$ cat src/rtl/biriscv_wb_pkg.sv
// Shared types and defaults for the writeback merge queue.
package biriscv_wb_pkg;

  localparam int unsigned WB_DEPTH_DEFAULT = 4;
  localparam int unsigned RD_W             = 5;
  localparam int unsigned VALUE_W          = 32;

  // One queued register-file write.
  typedef struct packed {
    logic [RD_W-1:0]    rd;
    logic [VALUE_W-1:0] value;
  } wb_entry_t;

endpackage

$ cat src/rtl/biriscv_wb_fifo.sv
// Circular queue with two ordered push slots (a before b) and one pop per cycle.
module biriscv_wb_fifo
  import biriscv_wb_pkg::*;
#(
  parameter int unsigned DEPTH = WB_DEPTH_DEFAULT,
  localparam int unsigned PTR_W = $clog2(DEPTH),
  localparam int unsigned CNT_W = $clog2(DEPTH) + 1
) (
  input  logic                  clk_i,
  input  logic                  rst_i,
  input  logic                  push_a_i,
  input  wb_entry_t             push_a_data_i,
  input  logic                  push_b_i,
  input  wb_entry_t             push_b_data_i,
  input  logic                  pop_i,
  output wb_entry_t             head_o,
  output logic [CNT_W-1:0]      count_o,
  output wb_entry_t [DEPTH-1:0] entries_o,
  output logic [DEPTH-1:0]      valid_o
);

  wb_entry_t [DEPTH-1:0] mem_q;
  logic [PTR_W-1:0]      wr_ptr_q, wr_ptr_d, wr_ptr_nxt;
  logic [PTR_W-1:0]      rd_ptr_q, rd_ptr_d;
  logic [CNT_W-1:0]      count_q, count_d;

  // Next pointers and occupancy; pointers wrap naturally since DEPTH is a power of two.
  always_comb begin
    wr_ptr_nxt = wr_ptr_q + PTR_W'(1);
    wr_ptr_d   = wr_ptr_q + PTR_W'(push_a_i) + PTR_W'(push_b_i);
    rd_ptr_d   = rd_ptr_q + PTR_W'(pop_i);
    count_d    = count_q + CNT_W'(push_a_i) + CNT_W'(push_b_i) - CNT_W'(pop_i);
  end

  // Pointer and count registers, synchronous active-low reset.
  always_ff @(posedge clk_i) begin
    if (!rst_i) begin
      wr_ptr_q <= '0;
      rd_ptr_q <= '0;
      count_q  <= '0;
    end else begin
      wr_ptr_q <= wr_ptr_d;
      rd_ptr_q <= rd_ptr_d;
      count_q  <= count_d;
    end
  end

  // Entry storage; slot b lands directly behind slot a.
  always_ff @(posedge clk_i) begin
    if (push_a_i) mem_q[wr_ptr_q]   <= push_a_data_i;
    if (push_b_i) mem_q[wr_ptr_nxt] <= push_b_data_i;
  end

  // Occupied-slot mask for hazard comparison: slot is live if its distance from head < count.
  always_comb begin
    valid_o = '0;
    for (int i = 0; i < int'(DEPTH); i++) begin
      valid_o[i] = {1'b0, PTR_W'(i) - rd_ptr_q} < count_q;
    end
  end

  assign head_o    = mem_q[rd_ptr_q];
  assign count_o   = count_q;
  assign entries_o = mem_q;

endmodule

$ cat src/rtl/biriscv_wb_merge.sv
// Merges two in-order writeback streams onto the single register-file write port.
module biriscv_wb_merge
  import biriscv_wb_pkg::*;
#(
  parameter int unsigned DEPTH = WB_DEPTH_DEFAULT
) (
  input  logic               clk_i,
  input  logic               rst_i,
  input  logic               wb0_valid_i,
  input  logic [RD_W-1:0]    wb0_rd_i,
  input  logic [VALUE_W-1:0] wb0_value_i,
  output logic               wb0_ready_o,
  input  logic               wb1_valid_i,
  input  logic [RD_W-1:0]    wb1_rd_i,
  input  logic [VALUE_W-1:0] wb1_value_i,
  output logic               wb1_ready_o,
  output logic [RD_W-1:0]    rd0_o,
  output logic [VALUE_W-1:0] rd0_value_o,
  input  logic [RD_W-1:0]    ra_i,
  input  logic [RD_W-1:0]    rb_i,
  output logic               ra_pending_o,
  output logic               rb_pending_o
);

  localparam int unsigned CNT_W = $clog2(DEPTH) + 1;

  wb_entry_t             head, first, second, push_a_data, push_b_data;
  wb_entry_t [DEPTH-1:0] entries;
  logic [DEPTH-1:0]      valid;
  logic [CNT_W-1:0]      count;
  logic                  en0, en1, first_v, second_v, pop, push_a, push_b;
  wb_entry_t             out_q, out_d;

  // Readies from pre-pop occupancy; wb1 must leave room for wb0 when both request.
  always_comb begin
    wb0_ready_o = rst_i && (count <= CNT_W'(DEPTH - 1));
    wb1_ready_o = rst_i && (wb0_valid_i ? (count <= CNT_W'(DEPTH - 2))
                                        : (count <= CNT_W'(DEPTH - 1)));
  end

  // Compact accepted nonzero-rd writes in program order; bypass the queue when empty.
  always_comb begin
    en0      = wb0_valid_i && wb0_ready_o && (wb0_rd_i != '0);
    en1      = wb1_valid_i && wb1_ready_o && (wb1_rd_i != '0);
    first    = en0 ? '{rd: wb0_rd_i, value: wb0_value_i} : '{rd: wb1_rd_i, value: wb1_value_i};
    second   = '{rd: wb1_rd_i, value: wb1_value_i};
    first_v  = en0 || en1;
    second_v = en0 && en1;
    pop      = (count != '0);
    if (pop) begin
      out_d       = head;
      push_a      = first_v;
      push_a_data = first;
      push_b      = second_v;
      push_b_data = second;
    end else begin
      out_d       = first_v ? first : '0;
      push_a      = second_v;
      push_a_data = second;
      push_b      = 1'b0;
      push_b_data = second;
    end
  end

  // Single-entry output register feeding the write port.
  always_ff @(posedge clk_i) begin
    if (!rst_i) out_q <= '0;
    else        out_q <= out_d;
  end

  biriscv_wb_fifo #(.DEPTH(DEPTH)) u_fifo (
    .clk_i         (clk_i),
    .rst_i         (rst_i),
    .push_a_i      (push_a),
    .push_a_data_i (push_a_data),
    .push_b_i      (push_b),
    .push_b_data_i (push_b_data),
    .pop_i         (pop),
    .head_o        (head),
    .count_o       (count),
    .entries_o     (entries),
    .valid_o       (valid)
  );

  // Hazard compare against every live queue slot and the write in flight.
  always_comb begin
    ra_pending_o = 1'b0;
    rb_pending_o = 1'b0;
    if (rst_i) begin
      if (ra_i != '0 && out_q.rd == ra_i) ra_pending_o = 1'b1;
      if (rb_i != '0 && out_q.rd == rb_i) rb_pending_o = 1'b1;
      for (int i = 0; i < int'(DEPTH); i++) begin
        if (ra_i != '0 && valid[i] && entries[i].rd == ra_i) ra_pending_o = 1'b1;
        if (rb_i != '0 && valid[i] && entries[i].rd == rb_i) rb_pending_o = 1'b1;
      end
    end
  end

  assign rd0_o       = out_q.rd;
  assign rd0_value_o = out_q.value;

endmodule

$ cat config.mk
export PLATFORM = sky130hd
export DESIGN_NAME = biriscv_wb_merge
export DESIGN_NICKNAME = d
export VERILOG_FILES = /design/src/rtl/biriscv_wb_pkg.sv /design/src/rtl/biriscv_wb_fifo.sv /design/src/rtl/biriscv_wb_merge.sv
export SDC_FILE = /design/constraint.sdc
export NUM_CORES = 1
export LEC_CHECK = 0
export CAP_MARGIN = 20
export CORE_UTILIZATION = 55
export CTS_CLUSTER_SIZE = 20
export DETAILED_ROUTE_END_ITERATION = 12
export PLACE_DENSITY = 0.8
export SLEW_MARGIN = 15
export SYNTH_ARGS = -nofsm -noshare
export SYNTH_HDL_FRONTEND = slang
export SYNTH_SLANG_ARGS = --single-unit
$ cat constraint.sdc
create_clock -name clk_i -period 7.8 [get_ports clk_i]
set_clock_uncertainty 0.2 [all_clocks]
set_input_delay 2.34 -clock clk_i [delete_from_list [all_inputs] [get_ports clk_i]]
set_output_delay 2.34 -clock clk_i [all_outputs]
set_load 0.02 [all_outputs]
==> flow_metrics.py, run 1 <==
metrics = {
    "layout": {
        "final_common_cell": "dfxtp_1",
        "fin_util_pct": 68.0,
        "nNetsFinal": 1125,
        "instances_no_fill": 1265,
        "final_cell_mix": "dfxtp_1, clkdlybuf4s50_1, a221o_1",
        "drive_above_1_share_pct": 12.2,
        "fillCellCount": 1373,
        "syn_to_final_growth_pct": 20.0,
        "num_antenna_cells": 0,
    },
    "route": {
        "route.detailed.drc": 0,
        "drt-pass1-iter-count": 5,
        "vias_per_cell": 7.02,
        "post_drt_wl_per_cell_um": 24.1,
        "ant_nets": 0,
        "routed_wl_mm": 30.5,
        "drt_iter0_drc": 1091,
        "via_count": 8877,
    },
    "floorplanning": {
        "initial_utilization_pct": 56.6,
        "core_um2": 17400,
        "die-area_um2": 18500,
        "die_y_um": 136,
        "core.rowCount": 48,
        "die-width_um": 136,
        "io_pins": 129,
    },
    "global_route": {
        "grt_pass1_wl_mm": 46.7,
        "grt_pass1_vias": 8511,
        "grt-ovfl-total": 0,
        "antenna_found_initial": 0,
        "grt_start_max_net_pins": 49,
        "track_usage_pct": 33.1,
    },
    "worst_setup_path": {
        "crit_type": "in2out",
        "cp-end-kind": "output pin",
        "arrival_ns": 4.42,
        "crit_fanout": 6,
        "crit_path_start_kind": "primary input",
        "required_ns": 5.26,
        "crit_start": "ra_i[4]",
        "r2r_start": "u_fifo.count_o[2]$_SDFF_PN0_",
    },
    "timing": {
        "final_min_period_over_clock_period_pct": 89.3,
        "whs_ns": 0.287,
        "fin_setup_tns_ns": 0,
        "finalCriticalPeriod_ns": 6.96,
        "maxSlewViolCount": 0,
        "slew_headroom_pct": 26.4,
        "rsz0062_at_grt": "false",
        "final-setup-viol-count": 0,
        "fmax_mhz": 144,
        "tightest_slew_ns": 1.10,
        "final_hold_viol_count": 0,
    },
    "logic_synthesis": {
        "synth_largest_area_cell": "dfxtp_1",
        "synth.yosys.seq_area_share_pct": 39.0,
        "synth_ff_type": "dfxtp_1",
        "synth_area_leaders": "dfxtp_1, a221o_1, mux4_2",
        "ys_ff_latch": 192,
        "synth_area_um2": 9860,
        "yosysTopAreaCellShare_pct": 39.0,
        "avgSynthCellArea_um2": 10.3,
        "syn_inst": 957,
        "synth_nets": 1055,
        "async_flop_share_pct": 0,
        "yosysUniqueCellTypes": 50,
        "yosysWarningCount": 0,
        "synth_edf_count": 0,
    },
    "cts": {
        "cts_root_buffer": "clkbuf_16",
        "cts_hold_buffers": 0,
        "htree_levels": 4,
        "cts_buffers": 17,
        "cts-resized-gates": 0,
        "clockBufferDepth": 2,
        "cts_setup_buffers": 0,
        "cts_tree": "built",
        "clkLatencyLatePin_ns": 0.44,
        "clock-sinks": 192,
        "path_clk_slew_ns": 0.07,
    },
    "power_and_ir_drop": {
        "total_power_uw": 4570,
        "leakage_uw": 0.00460,
        "ir_worst_vdd_mv": 0.198,
        "powerDensity_nw_per_um2": 386,
    },
    "min_path": {
        "hp-start": "u_fifo.entries_o[117]$_DFF_P_",
        "min_path_type": "reg2reg",
    },
    "run": {
        "max_cap_viol_count": 0,
    },
    "placed_design": {
        "finalWeightedCongestion": 0.889,
        "numPlacedInstances": 1233,
        "io_buffer_count": 128,
        "place_hpwl_mm": 18.4,
    },
    "status": {
        "status": "finished clean",
    },
}
-- routing by layer --
layer | global-route usage (%) | share of wire (%) | vias up
li1 | - | - | 3886
met1 | 43.6 | 41 | 4327
met2 | 53.1 | 46 | 584
met3 | 6.67 | 11 | 80
met4 | 13.3 | 2.4 | 0
met5 | 0 | 0 | -
-- sequential cells by signal, indices dropped and copies added, names as in the netlist --
name,count
u_fifo.entries_o,148
rd0_value_o,32
rd0_o,5
u_fifo.count_o,3
u_fifo.rd_ptr_q,2
u_fifo.wr_ptr_q,2
-- per-stage QoR --
stage / cell area (µm²) / worst slack [ns]
after global routing: 11800 / 0.700
after CTS: 11800 / 0.825
final: 11800 / 0.835
after global placement: 11200 / 0.841
after floorplan: 9860 / 1.73
after detailed placement: 11200 / 0.825
-- synthesized netlist by cell type (all sizes together) (6+ instances only) --
cell	n
a21oi	15
a221o	144
a221oi	37
a22o	24
a31oi	6
and2	8
buf	24
clkbuf	76
dfxtp	192
ha	7
inv	11
mux2i	33
mux4	37
nand3	6
nand4	6
nor2	124
nor2b	6
nor3	8
nor3b	38
nor4	7
o21a	44
o21ai	7
xnor2	26
xor2	28
-- path summary, 6_finish.rpt --
check / depth (start not counted) / slack (ns) / end
max: 7 / 0.84 / ra_pending_o
min: 1 / 0.29 / u_fifo.entries_o[117]$_DFF_P_
max reg2reg: 10 / 3.61 / u_fifo.entries_o[41]$_DFF_P_
min reg2reg: 1 / 0.29 / u_fifo.entries_o[117]$_DFF_P_
-- critical path: stages --
cell and delay [ns]:
clkdlybuf4s50_1 0.66, xnor2_1 0.16, nand3_1 0.10, nor4_1 0.26, a31oi_1 0.07, a31oi_1 0.19
clkdlybuf4s50_1 0.64
-- final cells by class --
type / count / area (µm²) / area share [%]
Tap cell: 225 / 282 / 2.38
Clock buffer: 19 / 453 / 3.83
Timing Repair Buffer: 151 / 1450 / 12.3
Clock inverter: 13 / 148 / 1.25
Sequential cell: 192 / 3850 / 32.5
Inverter: 11 / 41.3 / 0.349
Multi-Input combinational cell: 654 / 5620 / 47.4
-- power breakdown --
part | leakage (µW) | total [µW] | switching [µW] | internal, µW
logic | 0.00273 | 1990 | 982 | 1010
clock network | 0.000289 | 906 | 410 | 495
registers | 0.00159 | 1670 | 304 | 1370
-- kinds of logic (layout without fill, tap and decap cells) --
family | count (synthesis) | in the layout | share of synthesized area, %
compound gates | 292 | 292 | 26.7
buf+inv | 111 | 194 | 4.59
mux | 70 | 70 | 11.8
xor+xnor | 54 | 54 | 4.80
simple gates | 227 | 227 | 11.6
fa+ha+maj | 11 | 11 | 1.60
flops | 192 | 192 | 39.0
No activity file was read; power rests on OpenSTA's default activity.
==> inputs of run 2 (changes only) <==
- CORE_MARGIN: not set -> 5
==> run 2 against run 1 <==
Compared with the run above: hold slack improved by 0.00076 ns; fmax fell by 1.6%; count of clock-buffer cells in the layout rose by 3; wire length rose by 1.8%; die area rose by 12%; final cell count rose by 0.55%; global-route usage fell by 3.8 points; register-to-register slack improved by 0.35 ns; non-clock buffer count rose by 3; largest power group unchanged; highest routed layer unchanged.
==> flow_metrics.py, run 2 (same netlist as run 1, synthesis figures left out) <==
metrics = {
    "floorplanning": {
        "die_y_um": 144,
        "core.rowCount": 49,
        "die-width_um": 144,
        "die-area_um2": 20700,
        "core_um2": 17800,
        "initial_utilization_pct": 55.5,
        "io_pins": 129,
    },
    "layout": {
        "syn_to_final_growth_pct": 20.4,
        "drive_above_1_share_pct": 12.3,
        "nNetsFinal": 1128,
        "largest_reg_flops": 148,
        "num_antenna_cells": 0,
        "finish.instance_area_um2": 11900,
        "final_common_cell": "dfxtp_1",
        "final_cell_mix": "dfxtp_1, clkdlybuf4s50_1, a221o_1",
    },
    "worst_setup_path": {
        "critPathCapture": "wb1_ready_o",
        "required_ns": 5.26,
        "arrival_ns": 4.54,
        "r2r_cells": 11,
        "r2r_start": "u_fifo.count_o[2]$_SDFF_PN0_",
        "cp-end-kind": "output pin",
        "reg2reg_setup_slack_ns": 3.96,
        "r2r_end": "u_fifo.wr_ptr_q[1]$_SDFF_PN0_",
        "crit_type": "in2out",
        "crit_path_start_kind": "primary input",
        "crit_fanout": 20,
        "crit_start": "rst_i",
    },
    "cts": {
        "path_clk_slew_ns": 0.07,
        "clkLatencyLatePin_ns": 0.44,
        "cts_setup_buffers": 0,
        "cts_tree": "built",
        "cts_root_buffer": "clkbuf_16",
        "htree_levels": 4,
        "cts-resized-gates": 0,
        "cts_hold_buffers": 0,
        "cts_buffers": 17,
        "clockBufferDepth": 2,
        "clock-sinks": 192,
    },
    "power_and_ir_drop": {
        "powerDensity_nw_per_um2": 385,
        "ir_worst_vdd_mv": 0.184,
        "leakage_uw": 0.00463,
    },
    "run": {
        "max_cap_viol_count": 0,
    },
    "timing": {
        "fmax_mhz": 141,
        "tightest_slew_ns": 0.988,
        "layout_setup_ws_ns": 0.724,
        "fin_setup_tns_ns": 0,
        "finalCriticalPeriod_ns": 7.08,
        "final_min_period_over_clock_period_pct": 90.7,
        "maxSlewViolCount": 0,
        "rsz0062_at_grt": "false",
        "final-setup-viol-count": 0,
        "whs_ns": 0.288,
        "final_hold_viol_count": 0,
        "slew_headroom_pct": 34.1,
    },
    "route": {
        "post_drt_wl_per_cell_um": 24.4,
        "vias_per_cell": 7.03,
        "drt-pass1-iter-count": 5,
        "routed_wl_mm": 31.1,
        "via_count": 8945,
        "ant_nets": 0,
        "route.detailed.drc": 0,
        "drt_iter0_drc": 1024,
    },
    "global_route": {
        "grt_pass1_vias": 8600,
        "track_usage_pct": 29.3,
        "grt_pass1_wl_mm": 47.9,
        "antenna_found_initial": 0,
        "grt_start_max_net_pins": 40,
        "grt-ovfl-total": 0,
    },
    "status": {
        "status": "finished clean",
    },
    "min_path": {
        "min_path_type": "reg2reg",
        "whs_path_depth": 1,
    },
    "placed_design": {
        "place_area_um2": 11300,
        "place_hpwl_mm": 18.6,
        "place_ws_ns": 0.743,
        "finalWeightedCongestion": 0.846,
        "io_buffer_count": 128,
    },
}
## run 2: cell types whose count changed in the layout (fill, tap and decap cells not counted), sizes merged
| cell | previous run | this run |
|---|---|---|
| buf | 23 | 26 |
| clkbuf | 19 | 22 |
| clkinvlp | 3 | 0 |
| clkinv | 3 | 5 |
| inv | 16 | 14 |
## run 2: worst min-delay path by stage
stage                                             start  slack, ns                            end
after floorplan           u_fifo.entries_o[100]$_DFF_P_       0.25  u_fifo.entries_o[100]$_DFF_P_
after global placement    u_fifo.entries_o[130]$_DFF_P_       0.27  u_fifo.entries_o[130]$_DFF_P_
after detailed placement   u_fifo.entries_o[85]$_DFF_P_       0.27   u_fifo.entries_o[85]$_DFF_P_
after CTS                  u_fifo.entries_o[98]$_DFF_P_       0.29   u_fifo.entries_o[98]$_DFF_P_
after global routing       u_fifo.entries_o[52]$_DFF_P_       0.30   u_fifo.entries_o[52]$_DFF_P_
final                      u_fifo.entries_o[18]$_DFF_P_       0.29   u_fifo.entries_o[18]$_DFF_P_
## run 2: area by class of cell
type / count / area [µm²]
Tap cell: 229 / 287
Multi-Input combinational cell: 654 / 5620
Sequential cell: 192 / 3850
Inverter: 11 / 41.3
Clock buffer: 22 / 474
Timing Repair Buffer: 154 / 1490
Clock inverter: 10 / 125
Fill cell: 1390 / 5900
## run 2: report_power, final
group	internal, µW	switching [µW]
Clock	503	393
Combinational	1010	989
Sequential	1370	302
Total	2890	1680
## run 2: worst max-delay path, stage by stage
cell,delay [ns]
clkdlybuf4s50_1,0.88
o21ai_0,0.38
nor3_1,0.28
clkdlybuf4s50_1,0.66
## run 2: routing by layer
layer	up-vias	wire, µm	GRT usage (%)
met2	589	14300	45.9
met1	4361	12600	40.1
met4	0	867	11.8
met3	102	3260	5.66
met5	-	0	0
li1	3893	-	-
## run 2: metrics by stage
| step | utilization (%) | instances | total power [µW] |
|---|---|---|---|
| after global placement | 63.4 | 1240 | 3610 |
| after detailed placement | 63.4 | 1240 | 3660 |
| final | 66.8 | 1272 | 4570 |
| after CTS | 66.8 | 1272 | 4550 |
| after global routing | 66.8 | 1272 | 4800 |
| after floorplan | - | 957 | 2970 |
